## config.mk

```make
export PLATFORM = sky130hd
export DESIGN_NAME = canvas_write_scheduler_flat
export DESIGN_NICKNAME = d
export VERILOG_FILES = /design/src/rtl/canvas_write_scheduler_if.sv /design/src/rtl/canvas_write_scheduler.sv /design/src/flat_wrapper.sv
export SDC_FILE = /design/constraint.sdc
export NUM_CORES = 1
export LEC_CHECK = 0
export ABC_AREA = 1
export CAP_MARGIN = 20
export CORE_MARGIN = 4
export CORE_UTILIZATION = 41
export DETAILED_ROUTE_END_ITERATION = 10
export PLACE_DENSITY = 0.77
export RECOVER_POWER = 25
export SYNTH_ARGS = -nofsm -noshare
export SYNTH_HDL_FRONTEND = slang
export SYNTH_SLANG_ARGS = --single-unit
```

## constraint.sdc

```tcl
create_clock -name clk -period 1.9 [get_ports clk]
set_input_delay 0.19 -clock clk [delete_from_list [all_inputs] [get_ports clk]]
set_output_delay 0.19 -clock clk [all_outputs]
set_load 0.01 [all_outputs]
```

## src/rtl/canvas_write_scheduler_if.sv

```systemverilog
// Request/write bus between the tool engines, the scheduler and the canvas BRAM port.
// Every requester field is a flat NUM_REQ-wide concatenation, with lane i in slice i.
interface canvas_write_scheduler_if #(
  parameter int NUM_REQ = 3,
  parameter int ADDR_W  = 17,
  parameter int COLOR_W = 12
);
  localparam int IW = (NUM_REQ > 1) ? $clog2(NUM_REQ) : 1;

  logic [NUM_REQ-1:0]         req_valid;
  logic [NUM_REQ-1:0]         req_ready;
  logic [NUM_REQ-1:0]         req_lock;
  logic [NUM_REQ*ADDR_W-1:0]  req_addr;
  logic [NUM_REQ*COLOR_W-1:0] req_color;
  logic                       clear_start;
  logic [COLOR_W-1:0]         clear_color;
  logic                       wr_en;
  logic [ADDR_W-1:0]          wr_addr;
  logic [COLOR_W-1:0]         wr_data;
  logic [IW-1:0]              grant_id;
  logic                       busy;
  logic                       clear_done;

  modport slave (
    input  req_valid, req_lock, req_addr, req_color, clear_start, clear_color,
    output req_ready, wr_en, wr_addr, wr_data, grant_id, busy, clear_done
  );

  modport master (
    output req_valid, req_lock, req_addr, req_color, clear_start, clear_color,
    input  req_ready, wr_en, wr_addr, wr_data, grant_id, busy, clear_done
  );
endinterface

```

## src/rtl/canvas_write_scheduler.sv

```systemverilog
// Round-robin arbiter for the single canvas write port, with stroke locking and a
// top-priority full-canvas clear sweep.
module canvas_write_scheduler #(
  parameter int NUM_REQ      = 3,
  parameter int ADDR_W       = 17,
  parameter int COLOR_W      = 12,
  parameter int CANVAS_DEPTH = 76800
) (
  input  logic                    clk,
  input  logic                    rst_n,
  canvas_write_scheduler_if.slave bus
);
  localparam int IW = $clog2(NUM_REQ);
  localparam int CW = (CANVAS_DEPTH > 1) ? $clog2(CANVAS_DEPTH) : 1;

  typedef enum logic [1:0] {IDLE, LOCKED, CLEAR} state_t;

  state_t                           r_state, w_state_nxt;
  logic [IW-1:0]                    r_rr_ptr, r_owner, r_grant_id;
  logic [IW-1:0]                    w_win, w_idx, w_sel, w_sel_inc;
  logic                             w_found, w_acc, w_last;
  logic                             r_clear_pend, r_clear_done, r_wr_en;
  logic [CW-1:0]                    r_clear_cnt;
  logic [COLOR_W-1:0]               r_clr_color, r_wr_data;
  logic [ADDR_W-1:0]                r_wr_addr;
  logic [NUM_REQ-1:0]               w_ready;
  logic [NUM_REQ-1:0][ADDR_W-1:0]   w_addr;
  logic [NUM_REQ-1:0][COLOR_W-1:0]  w_color;

  assign w_addr  = bus.req_addr;
  assign w_color = bus.req_color;

  // First valid lane at or after rr_ptr, wrapping around.
  always_comb begin
    w_found = 1'b0;
    w_win   = '0;
    w_idx   = '0;
    for (int k = 0; k < NUM_REQ; k++) begin
      w_idx = IW'((int'(r_rr_ptr) + k) % NUM_REQ);
      if (!w_found && bus.req_valid[w_idx]) begin
        w_found = 1'b1;
        w_win   = w_idx;
      end
    end
  end

  assign w_sel     = (r_state == LOCKED) ? r_owner : w_win;
  assign w_sel_inc = (w_sel == IW'(NUM_REQ - 1)) ? '0 : w_sel + IW'(1);
  assign w_acc     = |(bus.req_valid & w_ready);
  assign w_last    = (r_state == CLEAR) && (r_clear_cnt == CW'(CANVAS_DEPTH - 1));

  always_ff @(posedge clk or negedge rst_n) begin
    if (!rst_n) r_state <= IDLE;
    else        r_state <= w_state_nxt;
  end

  always_comb begin
    w_state_nxt = r_state;
    case (r_state)
      IDLE: begin
        if (r_clear_pend)                          w_state_nxt = CLEAR;
        else if (w_acc && bus.req_lock[w_win])     w_state_nxt = LOCKED;
      end
      // Released either by a final unlocked beat or by the owner going idle unlocked.
      LOCKED: if (!bus.req_lock[r_owner])          w_state_nxt = IDLE;
      CLEAR:  if (w_last)                          w_state_nxt = IDLE;
      default:                                     w_state_nxt = IDLE;
    endcase
  end

  // Ready never looks at ready, so there is no combinational loop through the requesters.
  always_comb begin
    w_ready = '0;
    case (r_state)
      IDLE:    if (!r_clear_pend && w_found) w_ready[w_win] = 1'b1;
      LOCKED:  w_ready[r_owner] = bus.req_valid[r_owner];
      default: w_ready = '0;
    endcase
  end

  always_ff @(posedge clk or negedge rst_n) begin
    if (!rst_n) begin
      r_wr_en      <= 1'b0;
      r_wr_addr    <= '0;
      r_wr_data    <= '0;
      r_grant_id   <= '0;
      r_clear_done <= 1'b0;
      r_rr_ptr     <= '0;
      r_owner      <= '0;
      r_clear_pend <= 1'b0;
      r_clear_cnt  <= '0;
      r_clr_color  <= '0;
    end else begin
      r_wr_en      <= w_acc || (r_state == CLEAR);
      r_clear_done <= w_last;
      if (w_acc) begin
        r_wr_addr  <= w_addr[w_sel];
        r_wr_data  <= w_color[w_sel];
        r_grant_id <= w_sel;
      end else if (r_state == CLEAR) begin
        r_wr_addr  <= ADDR_W'(r_clear_cnt);
        r_wr_data  <= r_clr_color;
        r_grant_id <= '0;
      end
      if ((r_state == IDLE && w_acc && !bus.req_lock[w_sel]) ||
          (r_state == LOCKED && !bus.req_lock[r_owner]))
        r_rr_ptr <= w_sel_inc;
      if (r_state == IDLE && w_acc && bus.req_lock[w_win])
        r_owner <= w_win;
      // A clear request arriving during a sweep is absorbed by the sweep in progress.
      if (w_last)                                    r_clear_pend <= 1'b0;
      else if (bus.clear_start && r_state != CLEAR)  r_clear_pend <= 1'b1;
      if (r_state == IDLE && r_clear_pend) begin
        r_clear_cnt <= '0;
        r_clr_color <= bus.clear_color;
      end else if (r_state == CLEAR) begin
        r_clear_cnt <= r_clear_cnt + CW'(1);
      end
    end
  end

  assign bus.req_ready  = w_ready;
  assign bus.wr_en      = r_wr_en;
  assign bus.wr_addr    = r_wr_addr;
  assign bus.wr_data    = r_wr_data;
  assign bus.grant_id   = r_grant_id;
  assign bus.clear_done = r_clear_done;
  assign bus.busy       = r_clear_pend | (r_state == CLEAR);
endmodule

```

## src/flat_wrapper.sv

```systemverilog
// flat-port wrapper written by rule: the top's interface ports become plain ports
module canvas_write_scheduler_flat 
#(
  parameter int NUM_REQ      = 3,
  parameter int ADDR_W       = 17,
  parameter int COLOR_W      = 12,
  parameter int CANVAS_DEPTH = 76800
)
  (clk, rst_n, bus_req_valid, bus_req_lock, bus_req_addr, bus_req_color, bus_clear_start, bus_clear_color, bus_req_ready, bus_wr_en, bus_wr_addr, bus_wr_data, bus_grant_id, bus_busy, bus_clear_done);
  canvas_write_scheduler_if #(.NUM_REQ(NUM_REQ), .ADDR_W(ADDR_W), .COLOR_W(COLOR_W)) bus_i ();
  input  logic clk;
  input  logic rst_n;
  input wire logic [$bits(bus_i.req_valid)-1:0] bus_req_valid;
  input wire logic [$bits(bus_i.req_lock)-1:0] bus_req_lock;
  input wire logic [$bits(bus_i.req_addr)-1:0] bus_req_addr;
  input wire logic [$bits(bus_i.req_color)-1:0] bus_req_color;
  input wire logic [$bits(bus_i.clear_start)-1:0] bus_clear_start;
  input wire logic [$bits(bus_i.clear_color)-1:0] bus_clear_color;
  output wire logic [$bits(bus_i.req_ready)-1:0] bus_req_ready;
  output wire logic [$bits(bus_i.wr_en)-1:0] bus_wr_en;
  output wire logic [$bits(bus_i.wr_addr)-1:0] bus_wr_addr;
  output wire logic [$bits(bus_i.wr_data)-1:0] bus_wr_data;
  output wire logic [$bits(bus_i.grant_id)-1:0] bus_grant_id;
  output wire logic [$bits(bus_i.busy)-1:0] bus_busy;
  output wire logic [$bits(bus_i.clear_done)-1:0] bus_clear_done;
  assign bus_i.req_valid = bus_req_valid;
  assign bus_i.req_lock = bus_req_lock;
  assign bus_i.req_addr = bus_req_addr;
  assign bus_i.req_color = bus_req_color;
  assign bus_i.clear_start = bus_clear_start;
  assign bus_i.clear_color = bus_clear_color;
  assign bus_req_ready = bus_i.req_ready;
  assign bus_wr_en = bus_i.wr_en;
  assign bus_wr_addr = bus_i.wr_addr;
  assign bus_wr_data = bus_i.wr_data;
  assign bus_grant_id = bus_i.grant_id;
  assign bus_busy = bus_i.busy;
  assign bus_clear_done = bus_i.clear_done;
  canvas_write_scheduler #(.NUM_REQ(NUM_REQ), .ADDR_W(ADDR_W), .COLOR_W(COLOR_W), .CANVAS_DEPTH(CANVAS_DEPTH)) u_core (.clk(clk), .rst_n(rst_n), .bus(bus_i));
endmodule
```

==> impl_metrics.csv <==
group,metric,value,unit
power_and_ir_drop,p_sw_frac,0.343,
global_routing,grt.busiest_layer,"met2",
routing,drt_wl_total,14700,microns
power_and_ir_drop,power_density,852,nW/um^2
timing,fin_ws,-0.463,ns
clock_network,cts_root_buf,"clkbuf_8",
power_and_ir_drop,p_seq_frac,0.370,
yosys,synthesis.nets,697,
global_routing,grt_max_degree,70,
global_routing,grtUsageMet2,0.413,
status,status,"complete, but fails checks",
timing,period_needed,2.36,ns
critical_path,ff2ff_path_depth,15,
yosys,synth_area,4140,sq um
layout,finalCoreUtilization,0.681,
flow_run,maxCapViolations,0,
status,violations,"setup timing",
timing,slew_viol_final,0,
placement,port_buffers,144,
clock_network,h-tree-depth,3,
critical_path,crit_start,"u_core.r_rr_ptr[1]",
clock_network,clock_latency,0.35,ns
timing,rsz0062_at_grt,"true",
routing,routed_via_density,5.39,
die,io_pins,145,
placement,dp.cells,872,
placement,post-dp-hpwl,10000,microns
routing,drcViolationCount,0,
timing,relSlewSlack,0.360,
global_routing,grt_antenna_before_repair,0,
die,core,9820,sq um
die,rows,36,
global_routing,gr-total-overflow,0,
timing,fmax,0.423,GHz
yosys,yosys_warnings,0,
critical_path,crit_path_max_fanout,19,
min_path,min-delay-path-class,"in2reg",
clock_network,cts.sinks,69,
die,chipHeight,108,microns
layout,drive_above_1_share,0.181,
global_routing,grt_pass1_wl,22800,microns
power_and_ir_drop,share_comb_of_total_power,0.412,
layout,nNetsFinal,882,
routing,route.vias.total,4887,
yosys,synth_cell_types,33,
global_routing,grt_pass1_vias,4867,
layout,fin_cells,906,
min_path,whs_path_depth,3,
layout,diodes,0,
critical_path,critPathLaunchType,"flip-flop",
routing,drtIter0Drc,248,
clock_network,cts_buffer_depth,2,
routing,avgRoutedWirePerCell,16.2,microns
critical_path,cp.required,2.13,ns
routing,first_pass_iters,4,
timing,finalHoldViolCount,0,
clock_network,tritoncts,"built",
power_and_ir_drop,p_sw,1.96,mW
yosys,syn_inst,584,
global_routing,met1_usage,0.305,
layout,syn_to_final_growth,61.8,%
power_and_ir_drop,p_int,3.74,mW
die,dieWidth,108,microns
critical_path,r2r-start,"u_core.r_rr_ptr[1]",
yosys,synth-seq-area-share,0.418,
timing,worst_clock_skew,0.00503,ns
critical_path,cp.arrival,2.59,ns
die,initial_utilization,0.421,
global_routing,track_usage,0.244,
timing,min_period_over_period,1.24,
yosys,ys_ff_latch,69,
clock_network,clk_pin_slew,0.07,ns
power_and_ir_drop,peakVddDrop,454,uV
power_and_ir_drop,clkPwrFrac,0.218,
yosys,syn_area_per_cell,7.08,sq um
die,die_area,11800,sq um
placement,place_ws,-0.487,ns
routing,antenna_left,0,
critical_path,path_class,"reg2reg",
placement,place.gp.congestion,0.870,
min_path,worstHoldStart,"bus_clear_color[3]",
critical_path,cp-end-kind,"flip-flop",
clock_network,numCtsBuffers,9,
timing,tightest_slew,0.960,ns
timing,setup_viol,40,
power_and_ir_drop,p_leak,3.07,nW
global_routing,grtUsageMet3,0.0567,
metrics by stage:
| stage | cell area [sq um] | power (mW) | setup TNS (ns) | hold WS [ns] |
|---|---|---|---|---|
| global route | 6690 | 6.05 | -21.62 | 0.382 |
| floorplan | 4190 | 3.11 | -4.65 | -0.106 |
| global placement | 6030 | 4.15 | -13.39 | 0.352 |
| CTS | 6500 | 5.62 | -14.64 | 0.365 |
| detailed placement | 6030 | 4.21 | -18.19 | 0.370 |
| finish | 6690 | 5.70 | -16.45 | 0.375 |
cell usage in the layout (no fill, tap or decap), types with 4 or more instances in the layout:
cell type	count
nand2_1	174
clkdlybuf4s50_1	139
nand3_1	134
dfrtp_1	68
buf_4	43
inv_1	33
nand4_1	33
nand2_2	15
nor2_1	14
clkbuf_8	11
o21ai_0	10
buf_12	9
nand3_2	8
buf_6	8
inv_2	6
nor2_4	6
o21ai_1	5
nor2_2	5
a21oi_1	4
final cells by class:
type	instances	area, sq um
timing repair buffer	208	2130
inverter	41	156
clock inverter	4	47.5
tap	133	166
clock buffer	11	151
sequential	69	1730
multi-input combinational	440	2310
fill	827	3130
worst max-delay path, cell delays in order, from the launching register on:
cell and delay [ns]:
dfrtp_2 0.44, ha_4 0.30, inv_4 0.05, nand3_2 0.06, inv_1 0.08, a21oi_4 0.14, nand4_1 0.18, nand2_2 0.16
inv_2 0.05, nand2_1 0.07, nand2_2 0.08, nor2_4 0.19, nand2_4 0.10, buf_12 0.16, nand2_1 0.08, nand3_1 0.08
power groups by stage:
stage	combinational, mW	clock (mW)	sequential (mW)
floorplan	0.945	0	2.16
global placement	2.04	0	2.11
detailed placement	2.09	0	2.12
CTS	2.26	1.26	2.10
global route	2.57	1.32	2.16
finish	2.35	1.24	2.11
timing repair:
action | 4_1_cts | 5_1_grt
pin swaps | 15 | 11
setup buffers | 11 | 4
cloned | 3 | 2
hold buffers | 1 | 0
gates resized for setup | 46 | 32
endpoints found under the hold margin | 20 | 0
setup endpoints to repair | 41 | 47
cell families (layout without fill, tap and decap cells):
logic type                 count (synthesis)  after routing  synth area share
and+or+nand+nor                          398            398             0.432
buffers and inverters                     75            264            0.0793
DFF                                       69             69             0.418
AOI/OAI and AO/OA                         36             36            0.0533
adders and majority gates                  5              5            0.0151
muxes                                      1              1           0.00242
flip-flops by register name, indices dropped and copies added, names as in the netlist, 2 cells and up:
name                 flops
u_core.bus.grant_id      2
u_core.bus.wr_addr      17
u_core.r_owner           2
u_core.r_clr_color      12
u_core.bus.wr_data      12
u_core.r_clear_cnt      17
u_core.r_rr_ptr          2
u_core.r_state           2
path summary, 6_finish.rpt:
kind,slack (ns),endpoint
worst min-delay path,0.38,u_core.r_clr_color[3]
worst min register to register,0.48,u_core.r_clr_color[6]
worst max register to register,-0.46,u_core.bus.wr_data[0]
min in group asynchronous,0.54,u_core.bus.wr_addr[12]
max in group asynchronous,0.66,u_core.r_rr_ptr[1]
worst max-delay path,-0.46,u_core.bus.wr_data[0]
per-layer routing:
layer	up-vias	wire length [microns]
li1	2333	-
met1	2337	6150
met4	0	188
met3	24	1070
met2	193	7280
met5	-	0
synth_stat cells:
| master | count | area (sq um) |
|---|---|---|
| nand4_1 | 33 | 206 |
| o22ai_1 | 3 | 18.8 |
| nand2_2 | 3 | 18.8 |
| a31oi_1 | 2 | 12.5 |
| o21ai_0 | 15 | 75.1 |
| inv_1 | 37 | 139 |
| o2bb2ai_1 | 1 | 8.76 |
| and3_1 | 1 | 6.26 |
| mux2i_1 | 1 | 10.0 |
| o21ai_2 | 2 | 17.5 |
| dfrtp_1 | 69 | 1730 |
| a21boi_2 | 1 | 11.3 |
| o21ai_1 | 2 | 10.0 |
| inv_2 | 3 | 11.3 |
| ha_1 | 5 | 62.6 |
| a221oi_1 | 1 | 8.76 |
| a21oi_1 | 5 | 25.0 |
| nor2_4 | 2 | 22.5 |
| buf_6 | 3 | 33.8 |
| nor2_1 | 23 | 86.3 |
| o32ai_1 | 1 | 8.76 |
| nor4_1 | 1 | 6.26 |
| buf_4 | 4 | 30.0 |
| nor3_1 | 4 | 20.0 |
| buf_2 | 7 | 35.0 |
| a22oi_1 | 1 | 7.51 |
| a21oi_2 | 1 | 8.76 |
| buf_1 | 1 | 3.75 |
| nand3_1 | 143 | 716 |
| clkinv_1 | 1 | 3.75 |
| nand2_1 | 188 | 706 |
| a21o_1 | 1 | 7.51 |
| clkbuf_1 | 19 | 71.3 |
No activity file was read; power rests on OpenSTA's default activity.
==> variant 1 (config.mk and constraints unchanged) <==
`ADDR_W` is set to 17 in 3 places; all go to 13.
--- a/src/rtl/canvas_write_scheduler_if.sv
+++ b/src/rtl/canvas_write_scheduler_if.sv
@@ -2,7 +2,7 @@
 // Every requester field is a flat NUM_REQ-wide concatenation, with lane i in slice i.
 interface canvas_write_scheduler_if #(
   parameter int NUM_REQ = 3,
-  parameter int ADDR_W  = 17,
+  parameter int ADDR_W  = 13,
   parameter int COLOR_W = 12
 );
   localparam int IW = (NUM_REQ > 1) ? $clog2(NUM_REQ) : 1;
--- a/src/rtl/canvas_write_scheduler.sv
+++ b/src/rtl/canvas_write_scheduler.sv
@@ -2,7 +2,7 @@
 // top-priority full-canvas clear sweep.
 module canvas_write_scheduler #(
   parameter int NUM_REQ      = 3,
-  parameter int ADDR_W       = 17,
+  parameter int ADDR_W       = 13,
   parameter int COLOR_W      = 12,
   parameter int CANVAS_DEPTH = 76800
 ) (
--- a/src/flat_wrapper.sv
+++ b/src/flat_wrapper.sv
@@ -2,7 +2,7 @@
 module canvas_write_scheduler_flat 
 #(
   parameter int NUM_REQ      = 3,
-  parameter int ADDR_W       = 17,
+  parameter int ADDR_W       = 13,
   parameter int COLOR_W      = 12,
   parameter int CANVAS_DEPTH = 76800
 )
Interface: changed (resized bus_req_addr and bus_wr_addr); port bits go from 145 to 129. No check against the original RTL was run, so the function may have changed too.
==> variant 1 against the unedited design <==
- final area decreased by 3.5%
- total power increased by 0.92%
- largest cell class unchanged
- sequential cell count decreased by 4
- clock skew increased by 0.0073 ns
- worst setup slack got worse by 0.037 ns
- routed wire length increased by 1.4%
- the run still ends with negative setup slack left
- area after synthesis decreased by 4.7%
- critical path depth increased by 3
- clock power increased by 7%
==> variant 1: results (changes against the unedited design) <==
| Metric | Value |
|---|---|
| Outcome | finished, violations left |
| Failing checks | negative setup slack |
| First-pass GRT wire length | 22.6 mm (-0.91%) |
| Syn_nets | 643 (-7.7%) |
| Worst Skew | 0.0123 ns (+0.00725 ns) |
| Slowest stage delay, CP | 0.40 ns (-0.04 ns) |
| Worst slew pin tran | 0.888 ns (-0.0718 ns) |
| Worst reg2reg path depth | 18 (+3) |
| PortBufs | 128 (-11%) |
| Switch share | 34.6% (+0.29 points) |
| Post-Place Setup Slack | -0.544 ns (-0.0568 ns) |
| Pre-antenna DRT Iters | 5 (+1) |
| # nets final | 829 (-6.0%) |
| Sequential-to-total area share from yosys stat | 41.3% (-0.49 points) |
| Top cells by count, synth | nand2_1, nand3_1, dfrtp_1, inv_1, nand4_1 |
| Global Route Usage Sum | 25.3% (+0.91 points) |
| Worst Path Max Fanout | 6 (-13) |
| Unique masters post-synth | 36 (+9.1%) |
| First DRT Iteration DRCs | 341 (+38%) |
| Layout fillers | 762 (-7.9%) |
| RD Place Congestion | 0.998 (+15%) |
| Worst vdd ir | 485 µV (+6.9%) |
| Via count | 4755 (-2.7%) |
| Sum of negative setup slack | -16.61 ns (-0.164 ns) |
| WHS | 0.373 ns (-0.00229 ns) |
| Hold Crit Endpoint | u_core.r_clr_color[6] |
| Hold_sp | bus_clear_color[6] |
| Final setup fails | 38 (-5.0%) |
| Share of cells above drive strength 1 | 22.6% (+4.5 points) |
| Min setup slack post-route | -0.501 ns (-0.0372 ns) |
| Worst r2r dst | u_core.r_rr_ptr[0] |
| DR WL/cell | 17.3 µm (+6.6%) |
## variant 1: power groups by stage
stage               sequential [mW]  clock, mW  combinational, mW
finish                         2.08       1.33               2.35
global route                   2.12       1.40               2.58
CTS                            2.05       1.34               2.22
detailed placement             2.06          0               2.11
global placement               2.04          0               2.06
floorplan                      2.11          0              0.942
## variant 1: per-stage QoR
| step | std cells | util, % |
|---|---|---|
| 4_1_cts | 856 | 67.3 |
| 3_3_place_gp | 816 | 61.1 |
| 6_report | 862 | 69.6 |
| 3_5_place_dp | 816 | 61.1 |
| 5_1_grt | 862 | 69.6 |
| 2_1_floorplan | 542 | - |
## variant 1: repair_timing
| item | 4_1_cts | 5_1_grt |
|---|---|---|
| buffers inserted | 21 | 6 |
| gates resized for setup | 62 | 42 |
| hold buffers | 1 | 0 |
| pin swaps | 18 | 18 |
| setup endpoints to repair | 38 | 44 |
| hold endpoints to repair | 65 | 0 |
| cloned | 3 | 1 |
## variant 1: worst max path at each step
stage | slack (ns) | to | from
after floorplan | -0.23 | u_core.bus.wr_data[4] | u_core.r_rr_ptr[0]
after global placement | -0.43 | u_core.r_rr_ptr[1] | u_core.r_rr_ptr[0]
after detailed placement | -0.54 | u_core.r_rr_ptr[0] | u_core.r_rr_ptr[0]
after CTS | -0.47 | bus_req_ready[2] | u_core.r_rr_ptr[0]
after global routing | -0.61 | u_core.bus.grant_id[0] | u_core.r_rr_ptr[0]
final | -0.50 | u_core.r_rr_ptr[0] | u_core.r_rr_ptr[0]
## variant 1: worst max-delay path: cells and delay by family (launching register included)
family,cells,cell delay [ns]
simple gates,10,0.76
buf+inv,5,0.51
flops,1,0.40
fa+ha+maj,1,0.30
compound gates,2,0.30
## variant 1: cells by family after synthesis
group                      synth area share (%)
DFF                                        41.3
muxes                                     0.508
buffers and inverters                      7.97
AOI/OAI and AO/OA                          6.29
adders and majority gates                  1.59
and+or+nand+nor                            42.4
## variant 1: cell type report
cell class	instances	area, µm²	share of cell area [%]
clock buffers	11	141	2.19
well taps	129	161	2.50
multi-input cells	408	2340	36.2
inverters	46	175	2.71
flip-flops and latches	65	1630	25.2
repair buffers	198	1940	30.0
clock inverters	5	78.8	1.22
## variant 1: routing by layer
layer  vias up  GRT usage, %  share of wire [%]
met2       229          44.8                 51
met5         -             0                  0
met3        52          4.98                7.3
met1      2267          29.7                 38
li1       2207             -                  -
met4         0          10.8                4.1
==> variant 2 (same flow settings) <==
Without the edit above. Reset style: synchronous (`rst_n`), changed in 2 clocked blocks.
--- a/src/rtl/canvas_write_scheduler.sv
+++ b/src/rtl/canvas_write_scheduler.sv
@@ -49,7 +49,7 @@
   assign w_acc     = |(bus.req_valid & w_ready);
   assign w_last    = (r_state == CLEAR) && (r_clear_cnt == CW'(CANVAS_DEPTH - 1));
 
-  always_ff @(posedge clk or negedge rst_n) begin
+  always_ff @(posedge clk) begin
     if (!rst_n) r_state <= IDLE;
     else        r_state <= w_state_nxt;
   end
@@ -78,7 +78,7 @@
     endcase
   end
 
-  always_ff @(posedge clk or negedge rst_n) begin
+  always_ff @(posedge clk) begin
     if (!rst_n) begin
       r_wr_en      <= 1'b0;
       r_wr_addr    <= '0;
Function: differs if rst_n is asserted again (counterexample within 4 cycles, from zero or initial values and one cycle with rst_n low); with rst_n held inactive, the same outputs for 4 cycles.
==> variant 2 against the unedited design <==
- the run still ends with negative setup slack left
- sequential cell count is the same
- critical path depth is 3 higher
- area after synthesis is 5.4% higher
- final area increased by 11%
- clock skew up 0.0046 ns
- routed wire length grew 19%
- largest cell class unchanged
- highest routed layer unchanged
- worst setup slack worse by 0.10 ns
Power is not compared: it rests on default switching activity, and its combinational part moved more than twofold at a synthesized area within 25%.
==> variant 2: results (changes against the unedited design) <==
| Metric | Value |
|---|---|
| Sum of negative setup slack | -19.51 ns (-3.07 ns) |
| Pre-antenna DRT Iters | 5 (+1) |
| Worst slew pin tran | 0.476 ns (-0.484 ns) |
| Worst r2r dst | u_core.bus.wr_data[8] |
| First DRT Iteration DRCs | 474 (+91%) |
| Main flop type after synthesis | dfxtp_1 |
| WHS | 0.429 ns (+0.0532 ns) |
| WL final | 17.5 mm (+19%) |
| Outcome | finished, violations left |
| Unique masters post-synth | 38 (+15%) |
| Placed insts | 962 (+10%) |
| Min setup slack post-route | -0.564 ns (-0.101 ns) |
| Worst Skew | 0.00960 ns (+0.00457 ns) |
| Top post-synthesis cells by area | dfxtp_1, nand3_1, nand2_1 |
| First-pass GRT wire length | 26.1 mm (+14%) |
| Crit path DAT | 2.72 ns (+0.13 ns) |
| DR WL/cell | 17.1 µm (+5.7%) |
| Syn_nets | 797 (+14%) |
| Final setup fails | 41 (+2.5%) |
| Sequential-to-total area share from yosys stat | 31.7% (-10 points) |
| # nets final | 993 (+13%) |
| Worst reg2reg path depth | 18 (+3) |
| Critical Path Source | u_core.r_rr_ptr[0] |
| Top cells by count, synth | nand3_1, nand2_1, inv_1, dfxtp_1, nor2_1 |
| Hold_sp | bus_clear_color[10] |
| Detail Placement HPWL | 10.9 mm (+8.6%) |
| RD Place Congestion | 0.869 (-0.13%) |
| Hold Crit Endpoint | u_core.r_clr_color[10] |
| Async SR Flop Fraction | 0% (-100 points) |
| DRC viols | 0 (unchanged) |
| Vias in the first global route | 5412 (+11%) |
| Global Route Usage Sum | 25.5% (+1.2 points) |
| Root Driver | clkbuf_8 |
| Clock transition at path regs | 0.08 ns |
| Worst Path Max Fanout | 7 (-12) |
| Pin count of the biggest net entering global routing | 43 (-39%) |
| Failing checks | negative setup slack |
| Via count | 5608 (+15%) |
| Share of cells above drive strength 1 | 25.9% (+7.8 points) |
| Syn Inst Count | 684 (+17%) |
-- variant 2: worst max-delay path: stages, from the launching register on --
cell and delay, ns:
dfxtp_4 0.37, inv_4 0.04, ha_4 0.28, buf_4 0.11, nand2_1 0.04, or2_1 0.21
nand2_2 0.09, nand4_1 0.11, nand2_2 0.14, inv_2 0.05, nand2_2 0.07, nand2_4 0.07
nor2_8 0.21, nand2_8 0.13, buf_12 0.16, nand2_1 0.08, nand3_2 0.08, nand2_2 0.07
inv_1 0.04
-- variant 2: layout make-up --
| cell class | count | area (µm²) |
|---|---|---|
| fillers | 802 | 2920 |
| multi-input cells | 496 | 2910 |
| repair buffers | 228 | 2420 |
| flip-flops and latches | 69 | 1390 |
| inverters | 76 | 290 |
| well taps | 136 | 170 |
| clock buffers | 11 | 141 |
| clock inverters | 5 | 83.8 |
-- variant 2: cells by family (layout without fill, tap and decap cells) --
logic type                 Yosys count  in the layout  share of synthesized area [%]
AOI/OAI and AO/OA                   48             48                           6.46
xor gates and xnor gates             2              2                          0.402
adders and majority gates            5              5                           1.44
buffers and inverters              119            320                           12.1
DFF                                 69             69                           31.7
and+or+nand+nor                    441            441                           47.9
-- variant 2: report_power, final --
group | internal (mW) | total, mW | switching (mW)
logic | 4.46 | 9.62 | 5.16
clock network | 0.778 | 1.38 | 0.607
registers | 1.84 | 2.08 | 0.239
-- variant 2: timing repair --
action / CTS / global route
endpoints found under the setup margin: 42 / 45
hold buffers: 0 / 0
cloned: 5 / 4
setup buffers: 28 / 8
gates resized for setup: 64 / 90
pin swaps: 25 / 33
-- variant 2: how the worst max path moves through the flow --
stage,end,slack [ns],depth (start not counted)
2_1_floorplan,u_core.bus.wr_addr[0],-0.19,16
3_3_place_gp,bus_req_ready[1],-0.51,10
3_5_place_dp,u_core.r_rr_ptr[1],-0.56,14
4_1_cts,bus_req_ready[0],-0.45,13
5_1_grt,u_core.bus.wr_data[8],-0.70,18
6_report,u_core.bus.wr_data[8],-0.56,18
-- variant 2: per-stage QoR --
| step | area (µm²) | util [%] |
|---|---|---|
| after floorplan | 4390 | - |
| after global placement | 6150 | 59.6 |
| after detailed placement | 6150 | 59.6 |
| after CTS | 6930 | 67.1 |
| after global routing | 7410 | 71.7 |
| final | 7410 | 71.7 |
-- variant 2: routing by layer --
metal,global-route usage (%),vias to the layer above,wire (µm)
met4,8.35,0,453
met5,0,-,0
li1,-,2648,-
met3,6.22,49,1470
met2,45.2,282,8650
met1,30.2,2629,6940
